`src/rtl/vga_timing_pkg.sv`:
```
// Shared VGA timing definitions: mode records for the supported rasters and
// helpers that turn porch/sync/active widths into line and frame totals.
package vga_timing_pkg;

  typedef struct packed {
    int unsigned h_active;
    int unsigned h_fp;
    int unsigned h_sync;
    int unsigned h_bp;
    int unsigned v_active;
    int unsigned v_fp;
    int unsigned v_sync;
    int unsigned v_bp;
    logic        h_pol;
    logic        v_pol;
    logic [15:0] acc_inc;
  } vga_mode_t;

  // 640x480@60: 25 MHz pixel rate from 100 MHz (ACC_INC / 2^16 = 1/4).
  localparam vga_mode_t MODE_640X480 = '{
    h_active: 640, h_fp: 16, h_sync: 96, h_bp: 48,
    v_active: 480, v_fp: 10, v_sync: 2,  v_bp: 33,
    h_pol: 1'b0, v_pol: 1'b0, acc_inc: 16'h4000
  };

  // 800x600@60: 40 MHz pixel rate from 100 MHz (ACC_INC / 2^16 = 0.4).
  localparam vga_mode_t MODE_800X600 = '{
    h_active: 800, h_fp: 40, h_sync: 128, h_bp: 88,
    v_active: 600, v_fp: 1,  v_sync: 4,   v_bp: 23,
    h_pol: 1'b1, v_pol: 1'b1, acc_inc: 16'h6666
  };

  function automatic int unsigned h_total(input int unsigned active, input int unsigned fp,
                                          input int unsigned sync, input int unsigned bp);
    return active + fp + sync + bp;
  endfunction

  function automatic int unsigned v_total(input int unsigned active, input int unsigned fp,
                                          input int unsigned sync, input int unsigned bp);
    return active + fp + sync + bp;
  endfunction

endpackage

```
`src/rtl/vga_timing_gen_if.sv`:
```
// Raster output bundle from the timing generator to the downstream renderer.
interface vga_timing_gen_if #(
  parameter int unsigned CW = 11
);
  logic          o_pix_stb;
  logic          o_hsync;
  logic          o_vsync;
  logic          o_active;
  logic          o_h_blank;
  logic          o_v_blank;
  logic [CW-1:0] o_x;
  logic [CW-1:0] o_y;
  logic          o_line_start;
  logic          o_frame_start;

  modport master (
    output o_pix_stb, o_hsync, o_vsync, o_active, o_h_blank, o_v_blank,
           o_x, o_y, o_line_start, o_frame_start
  );

  modport slave (
    input  o_pix_stb, o_hsync, o_vsync, o_active, o_h_blank, o_v_blank,
           o_x, o_y, o_line_start, o_frame_start
  );
endinterface

```
`src/rtl/frac_clk_en.sv`:
```
// Fractional clock enable: phase accumulator whose carry, registered, gives a
// one-clock strobe at an average rate of ACC_INC / 2^ACC_W of the input clock.
module frac_clk_en #(
  parameter int unsigned       ACC_W   = 16,
  parameter logic [ACC_W-1:0]  ACC_INC = 16'h4000
) (
  input  logic i_clk,
  input  logic i_rst,
  output logic o_stb
);

  logic [ACC_W-1:0] acc;

  // Accumulate every clock; the carry out of the add is the strobe.
  always_ff @(posedge i_clk) begin
    if (i_rst) begin
      {o_stb, acc} <= '0;
    end else begin
      {o_stb, acc} <= {1'b0, acc} + {1'b0, ACC_INC};
    end
  end

endmodule

```
`src/rtl/vga_timing_gen.sv`:
```
// VGA raster timing generator: pixel-rate enable, h/v counters in active-first
// order (active, front porch, sync, back porch) and registered raster outputs.
module vga_timing_gen
  import vga_timing_pkg::*;
#(
  parameter int unsigned      H_ACTIVE = MODE_640X480.h_active,
  parameter int unsigned      H_FP     = MODE_640X480.h_fp,
  parameter int unsigned      H_SYNC   = MODE_640X480.h_sync,
  parameter int unsigned      H_BP     = MODE_640X480.h_bp,
  parameter int unsigned      V_ACTIVE = MODE_640X480.v_active,
  parameter int unsigned      V_FP     = MODE_640X480.v_fp,
  parameter int unsigned      V_SYNC   = MODE_640X480.v_sync,
  parameter int unsigned      V_BP     = MODE_640X480.v_bp,
  parameter logic             H_POL    = MODE_640X480.h_pol,
  parameter logic             V_POL    = MODE_640X480.v_pol,
  parameter int unsigned      ACC_W    = 16,
  parameter logic [ACC_W-1:0] ACC_INC  = MODE_640X480.acc_inc,
  parameter int unsigned      CW       = 11
) (
  input  logic             i_clk,
  input  logic             i_rst,
  input  logic             i_en,
  vga_timing_gen_if.master vga
);

  localparam int unsigned H_TOTAL   = h_total(H_ACTIVE, H_FP, H_SYNC, H_BP);
  localparam int unsigned V_TOTAL   = v_total(V_ACTIVE, V_FP, V_SYNC, V_BP);
  localparam int unsigned CNT_RANGE = 32'd1 << CW;

  if (H_TOTAL >= CNT_RANGE || V_TOTAL >= CNT_RANGE ||
      H_ACTIVE == 0 || H_FP == 0 || H_SYNC == 0 || H_BP == 0 ||
      V_ACTIVE == 0 || V_FP == 0 || V_SYNC == 0 || V_BP == 0 ||
      ACC_INC == '0) begin : g_bad_cfg
    $fatal(1, "vga_timing_gen: invalid timing parameters");
  end

  localparam logic [CW-1:0] H_LAST     = CW'(H_TOTAL - 1);
  localparam logic [CW-1:0] V_LAST     = CW'(V_TOTAL - 1);
  localparam logic [CW-1:0] H_ACT_END  = CW'(H_ACTIVE);
  localparam logic [CW-1:0] V_ACT_END  = CW'(V_ACTIVE);
  localparam logic [CW-1:0] HS_BEGIN   = CW'(H_ACTIVE + H_FP);
  localparam logic [CW-1:0] HS_END     = CW'(H_ACTIVE + H_FP + H_SYNC);
  localparam logic [CW-1:0] VS_BEGIN   = CW'(V_ACTIVE + V_FP);
  localparam logic [CW-1:0] VS_END     = CW'(V_ACTIVE + V_FP + V_SYNC);

  logic          stb_int;
  logic          adv;
  logic [CW-1:0] h, v, h_nxt, v_nxt;
  logic          h_blank_nxt, v_blank_nxt, active_nxt, hsync_nxt, vsync_nxt;

  frac_clk_en #(
    .ACC_W   (ACC_W),
    .ACC_INC (ACC_INC)
  ) u_pix_en (
    .i_clk (i_clk),
    .i_rst (i_rst),
    .o_stb (stb_int)
  );

  // Next raster position: step h on each enabled strobe, carry into v at line end.
  always_comb begin
    adv   = stb_int && i_en;
    h_nxt = h;
    v_nxt = v;
    if (adv) begin
      if (h == H_LAST) begin
        h_nxt = '0;
        v_nxt = (v == V_LAST) ? '0 : v + 1'b1;
      end else begin
        h_nxt = h + 1'b1;
      end
    end
  end

  // Decode the upcoming position so registered outputs line up with the counters.
  always_comb begin
    h_blank_nxt = (h_nxt >= H_ACT_END);
    v_blank_nxt = (v_nxt >= V_ACT_END);
    active_nxt  = !h_blank_nxt && !v_blank_nxt;
    hsync_nxt   = (h_nxt >= HS_BEGIN && h_nxt < HS_END) ? H_POL : !H_POL;
    vsync_nxt   = (v_nxt >= VS_BEGIN && v_nxt < VS_END) ? V_POL : !V_POL;
  end

  // Counter and output registers; without an advance the decode reproduces the
  // held position, so level outputs hold and pulses drop without extra muxing.
  always_ff @(posedge i_clk) begin
    if (i_rst) begin
      h                 <= '0;
      v                 <= '0;
      vga.o_pix_stb     <= 1'b0;
      vga.o_line_start  <= 1'b0;
      vga.o_frame_start <= 1'b0;
      vga.o_hsync       <= !H_POL;
      vga.o_vsync       <= !V_POL;
      vga.o_active      <= 1'b1;
      vga.o_h_blank     <= 1'b0;
      vga.o_v_blank     <= 1'b0;
      vga.o_x           <= '0;
      vga.o_y           <= '0;
    end else begin
      h                 <= h_nxt;
      v                 <= v_nxt;
      vga.o_pix_stb     <= adv;
      vga.o_line_start  <= adv && (h_nxt == '0);
      vga.o_frame_start <= adv && (h_nxt == '0) && (v_nxt == '0);
      vga.o_hsync       <= hsync_nxt;
      vga.o_vsync       <= vsync_nxt;
      vga.o_active      <= active_nxt;
      vga.o_h_blank     <= h_blank_nxt;
      vga.o_v_blank     <= v_blank_nxt;
      vga.o_x           <= active_nxt ? h_nxt : '0;
      vga.o_y           <= v_blank_nxt ? '0 : v_nxt;
    end
  end

endmodule

```
`src/flat_wrapper.sv`:
```
// flat-port wrapper written by rule: the top's interface ports become plain ports
module vga_timing_gen_flat import vga_timing_pkg::*;
#(
  parameter int unsigned      H_ACTIVE = MODE_640X480.h_active,
  parameter int unsigned      H_FP     = MODE_640X480.h_fp,
  parameter int unsigned      H_SYNC   = MODE_640X480.h_sync,
  parameter int unsigned      H_BP     = MODE_640X480.h_bp,
  parameter int unsigned      V_ACTIVE = MODE_640X480.v_active,
  parameter int unsigned      V_FP     = MODE_640X480.v_fp,
  parameter int unsigned      V_SYNC   = MODE_640X480.v_sync,
  parameter int unsigned      V_BP     = MODE_640X480.v_bp,
  parameter logic             H_POL    = MODE_640X480.h_pol,
  parameter logic             V_POL    = MODE_640X480.v_pol,
  parameter int unsigned      ACC_W    = 16,
  parameter logic [ACC_W-1:0] ACC_INC  = MODE_640X480.acc_inc,
  parameter int unsigned      CW       = 11
)
  (i_clk, i_rst, i_en, vga_o_pix_stb, vga_o_hsync, vga_o_vsync, vga_o_active, vga_o_h_blank, vga_o_v_blank, vga_o_x, vga_o_y, vga_o_line_start, vga_o_frame_start);
  vga_timing_gen_if #(.CW(CW)) vga_i ();
  input  logic i_clk;
  input  logic i_rst;
  input  logic i_en;
  output wire logic [$bits(vga_i.o_pix_stb)-1:0] vga_o_pix_stb;
  output wire logic [$bits(vga_i.o_hsync)-1:0] vga_o_hsync;
  output wire logic [$bits(vga_i.o_vsync)-1:0] vga_o_vsync;
  output wire logic [$bits(vga_i.o_active)-1:0] vga_o_active;
  output wire logic [$bits(vga_i.o_h_blank)-1:0] vga_o_h_blank;
  output wire logic [$bits(vga_i.o_v_blank)-1:0] vga_o_v_blank;
  output wire logic [$bits(vga_i.o_x)-1:0] vga_o_x;
  output wire logic [$bits(vga_i.o_y)-1:0] vga_o_y;
  output wire logic [$bits(vga_i.o_line_start)-1:0] vga_o_line_start;
  output wire logic [$bits(vga_i.o_frame_start)-1:0] vga_o_frame_start;
  assign vga_o_pix_stb = vga_i.o_pix_stb;
  assign vga_o_hsync = vga_i.o_hsync;
  assign vga_o_vsync = vga_i.o_vsync;
  assign vga_o_active = vga_i.o_active;
  assign vga_o_h_blank = vga_i.o_h_blank;
  assign vga_o_v_blank = vga_i.o_v_blank;
  assign vga_o_x = vga_i.o_x;
  assign vga_o_y = vga_i.o_y;
  assign vga_o_line_start = vga_i.o_line_start;
  assign vga_o_frame_start = vga_i.o_frame_start;
  vga_timing_gen #(.H_ACTIVE(H_ACTIVE), .H_FP(H_FP), .H_SYNC(H_SYNC), .H_BP(H_BP), .V_ACTIVE(V_ACTIVE), .V_FP(V_FP), .V_SYNC(V_SYNC), .V_BP(V_BP), .H_POL(H_POL), .V_POL(V_POL), .ACC_W(ACC_W), .ACC_INC(ACC_INC), .CW(CW)) u_core (.i_clk(i_clk), .i_rst(i_rst), .i_en(i_en), .vga(vga_i));
endmodule
```
`config.mk`:
```
export PLATFORM = sky130hd
export DESIGN_NAME = vga_timing_gen_flat
export DESIGN_NICKNAME = d
export VERILOG_FILES = /design/src/rtl/vga_timing_pkg.sv /design/src/rtl/vga_timing_gen_if.sv /design/src/rtl/frac_clk_en.sv /design/src/rtl/vga_timing_gen.sv /design/src/flat_wrapper.sv
export SDC_FILE = /design/constraint.sdc
export NUM_CORES = 1
export LEC_CHECK = 0
export BUFFER_PORTS_ARGS = -buffer_cell sky130_fd_sc_hd__buf_2
export CAP_MARGIN = 20
export CORE_AREA = 2 2 90 66
export CTS_CLUSTER_SIZE = 40
export DETAILED_ROUTE_END_ITERATION = 10
export DIE_AREA = 0 0 92 68
export GPL_ROUTABILITY_DRIVEN = 0
export SLEW_MARGIN = 30
export SYNTH_ARGS = -nofsm -noshare
export SYNTH_HDL_FRONTEND = slang
export SYNTH_SLANG_ARGS = --single-unit
```
`constraint.sdc`:
```
create_clock -name i_clk -period 3.95 [get_ports i_clk]
set_clock_uncertainty 0.15 [all_clocks]
set_input_delay 0.5925 -clock i_clk [delete_from_list [all_inputs] [get_ports i_clk]]
set_output_delay 0.5925 -clock i_clk [all_outputs]
set_load 0.02 [all_outputs]
```
## Word-level counts from Yosys, hierarchy flattened

Index checks and enable logic that the tools add are counted.

| word-level totals | value |
|---|---|
| output and inout port bits | 30 |
| input port bits | 3 |
| register bits after elaboration | 69 |
| word-level logic and storage cells | 45 |

| operators by class | value |
|---|---|
| bitwise logic cells | 1 |
| add/sub/neg operators | 3 |
| equality and inequality tests | 2 |
| magnitude comparators | 6 |
| muxes and demuxes | 7 |
| reduce and logical (&&, ||, !) cells | 12 |

Operators with widths:

| operator | count |
|---|---|
| $mux 11 | 5 |
| $add 11x1->11 const B | 2 |
| $eq 11x10->1 const B | 2 |
| $ge 11x10->1 const B | 2 |
| $ge 11x9->1 const B | 2 |
| $logic_not 11->1 | 2 |
| $add 16x15->17 const B | 1 |
| $lt 11x10->1 const B | 1 |
| $lt 11x9->1 const B | 1 |
| $logic_and 1x1->1 | 6 |
| $reduce_or 2->1 | 2 |
| $logic_not 1->1 | 2 |
| $mux 1 | 2 |
| $not 1->1 | 1 |

## Longest topological paths before layout

| depth | value |
|---|---|
| word-level depth | 9 |
| depth in mapped cells | 9 |
| gate-level depth less buffers | 8 |

## By module

From an unflattened synthesis, not the netlist that was laid out.

| unflattened totals | value |
|---|---|
| cells, all modules | 260 |
| area total of the unflattened synthesis | 2,404.8 µm² |

Modules (own cells, without submodules):

| module | area each (µm²) | instances | cells an instance | sequential area each (µm²) |
|---|---|---|---|---|
| vga_timing_gen | 2,316.0 | 1 | 253 | 1,041.0 |
| frac_clk_en | 88.8 | 1 | 7 | 60.1 |

## Worst setup path after synthesis

No wires, ideal clock.

| path | value |
|---|---|
| path type | reg2reg |
| start | register u_core.h[0] |
| end | register u_core.vga.o_active |
| clock period less this slack | 2,778 ps |
| data arrival time | 2,543 ps |
| setup time | 84 ps |
| buffers on the path | 1 |
| required time | 3,716 ps |
| cell stages (with the launch flop) | 9 |
| setup slack | 1,172 ps |
| path through | dfxtp_1 ha_1 nor3b_2 nand3_2 or4_4 a32o_1 a221o_1 buf_2 o31ai_2 |

| on the way | value |
|---|---|
| longest elaborated chain between the ends | 6 |
| elaborated cells between the ends (all ways) | 11 |
| classes of those cells | add/sub (1); order compare (2); eq/ne (1); mux (4); reduce/logical (3) |

RTL lines:

| what | RTL line | source |
|---|---|---|
| start, declared | vga_timing_gen.sv:48 | `logic [CW-1:0] h, v, h_nxt, v_nxt;` |
| start signal, assigned | vga_timing_gen.sv:101 | `h <= h_nxt;` |
| $add 11x1->11 / $eq 11x10->1 (equally long branches) | vga_timing_gen.sv:70, vga_timing_gen.sv:66 |  |
| $mux 11 | vga_timing_gen.sv:66 | `if (h == H_LAST) begin` |
| $mux 11 | vga_timing_gen.sv:65 | `if (adv) begin` |
| $ge 11x10->1 / $ge 11x9->1 (equally long branches) | vga_timing_gen.sv:77, vga_timing_gen.sv:78 |  |
| $logic_not 1->1 | vga_timing_gen.sv:79 | `active_nxt = !h_blank_nxt && !v_blank_nxt;` |
| $logic_and 1x1->1 * | vga_timing_gen.sv:79 |  |
| end signal, assigned | vga_timing_gen.sv:108 | `vga.o_active <= active_nxt;` |
| end, declared | vga_timing_gen_if.sv:17 | `output o_pix_stb, o_hsync, o_vsync, o_active, o_h_blank, o_v_blank,` |

Every way passes the cells marked *; elsewhere a longest branch is shown, timed or not.
A chain may end at the register's enable or synchronous reset.

## Worst setup path after layout

| path | value |
|---|---|
| start | register u_core.h[0] |
| end | register u_core.vga.o_x[3] in the netlist's numbering |

| on the way | value |
|---|---|
| longest elaborated chain between the ends | 8 |
| elaborated cells between the ends (all ways) | 13 |
| classes of those cells | add/sub (1); order compare (2); eq/ne (1); mux (4); bitwise (1); reduce/logical (4) |

RTL lines:

| what | RTL line | source |
|---|---|---|
| $add 11x1->11 / $eq 11x10->1 (equally long branches) | vga_timing_gen.sv:70, vga_timing_gen.sv:66 |  |
| $mux 11 | vga_timing_gen.sv:66 |  |
| $mux 11 | vga_timing_gen.sv:65 |  |
| $ge 11x10->1 / $ge 11x9->1 (equally long branches) | vga_timing_gen.sv:77, vga_timing_gen.sv:78 |  |
| $logic_not 1->1 | vga_timing_gen.sv:79 |  |
| $logic_and 1x1->1 | vga_timing_gen.sv:79 |  |
| $not 1->1 (no source line) | -- |  |
| $reduce_or 2->1 (no source line) | -- |  |
| end signal, assigned | vga_timing_gen.sv:111 | `vga.o_x <= active_nxt ? h_nxt : '0;` |
| end, declared | vga_timing_gen_if.sv:18 | `o_x, o_y, o_line_start, o_frame_start` |

Several ways; a longest one is shown, not always the timed one.

==> results.toml <==
[outcome]
status = "complete, no violations"

[cts]
clk_pin_slew_ns = 0.10
cts-resized-gates = 0
clock_sinks = 55
cts_root_buffer = "clkbuf_8"
cts_tree = "done"
cts_hold_buffers = 0
postCtsSetupBuffers = 0
htree_num_levels = 2
worstSkewPairLatency_ns = 0.32
cts_buffers = 5
clk_path_buf_depth = 2

[global_route]
grt_pass1_wl_um = 9530
grt_max_degree = 24
grt_overflow = 0
grt.total_usage_pct = 20.0
antenna_found_initial = 0
grt_pass1_vias = 1822

[die]
rows = 23
pin_count = 33
initial_core_util_pct = 42.7
core_um2 = 5470
dieArea_um2 = 6260
die_x_um = 92
die-height_um = 68

[place]
placed_cell_area_um2 = 2600
io_buffers = 32
hpwl_um = 4210
dp_slack_ns = 0.761

[synth]
synth_largest_area_cell = "dfxtp_1"
synthCells = 252
synth_top_area_share_pct = 47.1
synthArstFlopShare_pct = 0
synth_edf_count = 0
synthFlopType = "dfxtp_1"
synth_most_common_cell = "dfxtp_1"
postSynthAreaPerCell_um2 = 9.27
yosys-top-cells-area = "dfxtp_1 47%, nor2_1 5.1%, xnor2_1 4.5%"
yosys_warnings = 0
ys_types = 55
synth_seq_area_share_pct = 47.1
synth_common_cells = "55 x dfxtp_1, 32 x nor2_1, 16 x nor3_1"
ys_ff_latch = 55
syn_area_um2 = 2340

[sta]
tns_ns = 0
hold_ws_ns = 0.287
relSlewSlack_pct = 55.2
finalSetupViolCount = 0
max_freq_ghz = 0.319
finalCritPeriodShare_pct = 79.3
finalHoldViolations = 0
rsz0062_at_grt = "no"
fin_crit_ns = 3.13
fin_ws_ns = 0.819
slew_violations = 0
tightest_slew_ns = 0.670

[routing]
via_per_inst = 5.42
first_pass_iters = 4
routed_wl_um = 5740
vias = 1980
antenna_left = 0
wire_per_inst_um = 15.7
drtIter0Drc = 147
drc = 0

[final_layout]
multi_input_comb_area_um2 = 1200
seq_area_um2 = 1100
num-fill-cells = 554
layout-drive-gt1-share_pct = 17.6
antennaDiodeCount = 0
final_nets = 296
syn_to_final_growth_pct = 15.4
finish.instance_area_um2 = 2700

[critical_path]
cp.arrival_ns = 3.20
cp_slowest_cell = "or4_1"
reg2reg_setup_slack_ns = 0.82
reg2reg_to = "u_core.vga.o_x[3]"
worstSetupStartpointType = "flip-flop"
critical_path_required_ns = 4.02
r2r-start = "u_core.h[0]"
r2r_cells = 9
cp-end-kind = "flip-flop"
path_max_fanout = 12
crit_top_cell = "buf_4"
path_cells = "ha_1, or3b_1, nor4_1, buf_4, nand3_1, xor2_1, buf_4, or4_1, and4b_1"
critical_path_class = "reg2reg"
cpPeakStageDelay_ns = 0.63

[hold_path]
hold_path_depth = 1
min_to = "u_core.u_pix_en.acc[14]"
min-delay-start = "u_core.u_pix_en.acc[14]"
worstHoldPathType = "reg2reg"

[pwr]
ir_worst_vdd_uv = 138
p_leak_nw = 1.08
p_total_mw = 0.913
p_per_area_nw_per_um2 = 339

[job]
drv_cap = 0
-- worst max-delay path by stage --
stage / startpoint / endpoint / slack (ns)
finish: u_core.h[0] / u_core.vga.o_x[3] / 0.82
global route: u_core.h[0] / u_core.vga.o_vsync / 0.61
floorplan: u_core.h[0] / u_core.vga.o_active / 1.17
CTS: u_core.h[0] / u_core.vga.o_x[8] / 0.84
detailed placement: i_en / u_core.vga.o_x[4] / 0.76
global placement: u_core.h[0] / u_core.vga.o_x[7] / 0.67
-- stage by stage --
stage          util, %  cells
6_report          49.3    365
2_1_floorplan        -    254
4_1_cts           49.3    365
3_3_place_gp      47.4    357
3_5_place_dp      47.6    357
5_1_grt           49.3    365
-- state kept, by name, summed over array words and instances (netlist names) --
| register | flops |
|---|---|
| u_core.vga.o_y | 11 |
| u_core.u_pix_en.acc | 2 |
| u_core.vga.o_x | 11 |
| u_core.vga.o_v_blank | 1 |
| u_core.vga.o_vsync | 1 |
| u_core.v | 11 |
| u_core.vga.o_active | 1 |
| u_core.vga.o_line_start | 1 |
| u_core.h | 11 |
| u_core.u_pix_en.o_stb | 1 |
| u_core.vga.o_h_blank | 1 |
| u_core.vga.o_hsync | 1 |
| u_core.vga.o_pix_stb | 1 |
| u_core.vga.o_frame_start | 1 |
-- layout by cell type (no fill, tap or decap), drive strengths merged, types with 2 or more instances in the layout --
cell    instances
and3            6
nor3           16
clkbuf          5
ha              4
conb            3
and4b           4
nand3b          2
mux2i           2
inv             9
buf            35
or4             3
xor2            4
nor4           13
dfxtp          55
nand4           7
xnor2          12
nor2           32
nand3          13
a21oi           8
o21bai          2
nand2          15
o41ai           3
nor2b           3
o31ai           2
or3             2
nand2b          4
o31a            3
-- per-layer routing --
metal | routed length (um) | global-route usage [%]
met2 | 2050 | 25.7
met5 | 0 | 0
met3 | 460 | 4.74
met1 | 3120 | 31.2
met4 | 110 | 8.02
-- critical path, delay by kind of cell (launching register included) --
family | cells | cell delay, ns
adder cells (fa/ha/maj) | 1 | 0.28
buffers and inverters | 2 | 0.39
AND/OR/NAND/NOR | 5 | 1.62
flip-flops | 1 | 0.43
XOR/XNOR | 1 | 0.15
-- power breakdown --
group          internal (mW)  total, mW  leakage [nW]  switching [mW]
sequential             0.559      0.560         0.445         0.00178
combinational        0.00591     0.0201         0.586          0.0142
clock                  0.130      0.332        0.0452           0.202
-- layout make-up --
cell class,instances,share of cell area (%)
multi-input cells,185,44.4
flip-flops and latches,55,40.9
repair buffers,35,6.78
well taps,75,3.48
clock buffers,5,2.55
inverters,7,0.975
clock inverters,3,0.929
-- cell families (layout without fill, tap and decap cells) --
family	count (synthesis)	after routing	synth area share, %
compound gates	30	30	9.91
xor+xnor	16	16	6.00
fa+ha+maj	4	4	2.14
buf+inv	14	50	2.73
flops	55	55	47.1
mux	2	2	0.857
other cells	1	3	0.161
simple gates	130	130	31.1
Power figures use the tool's default switching activity.
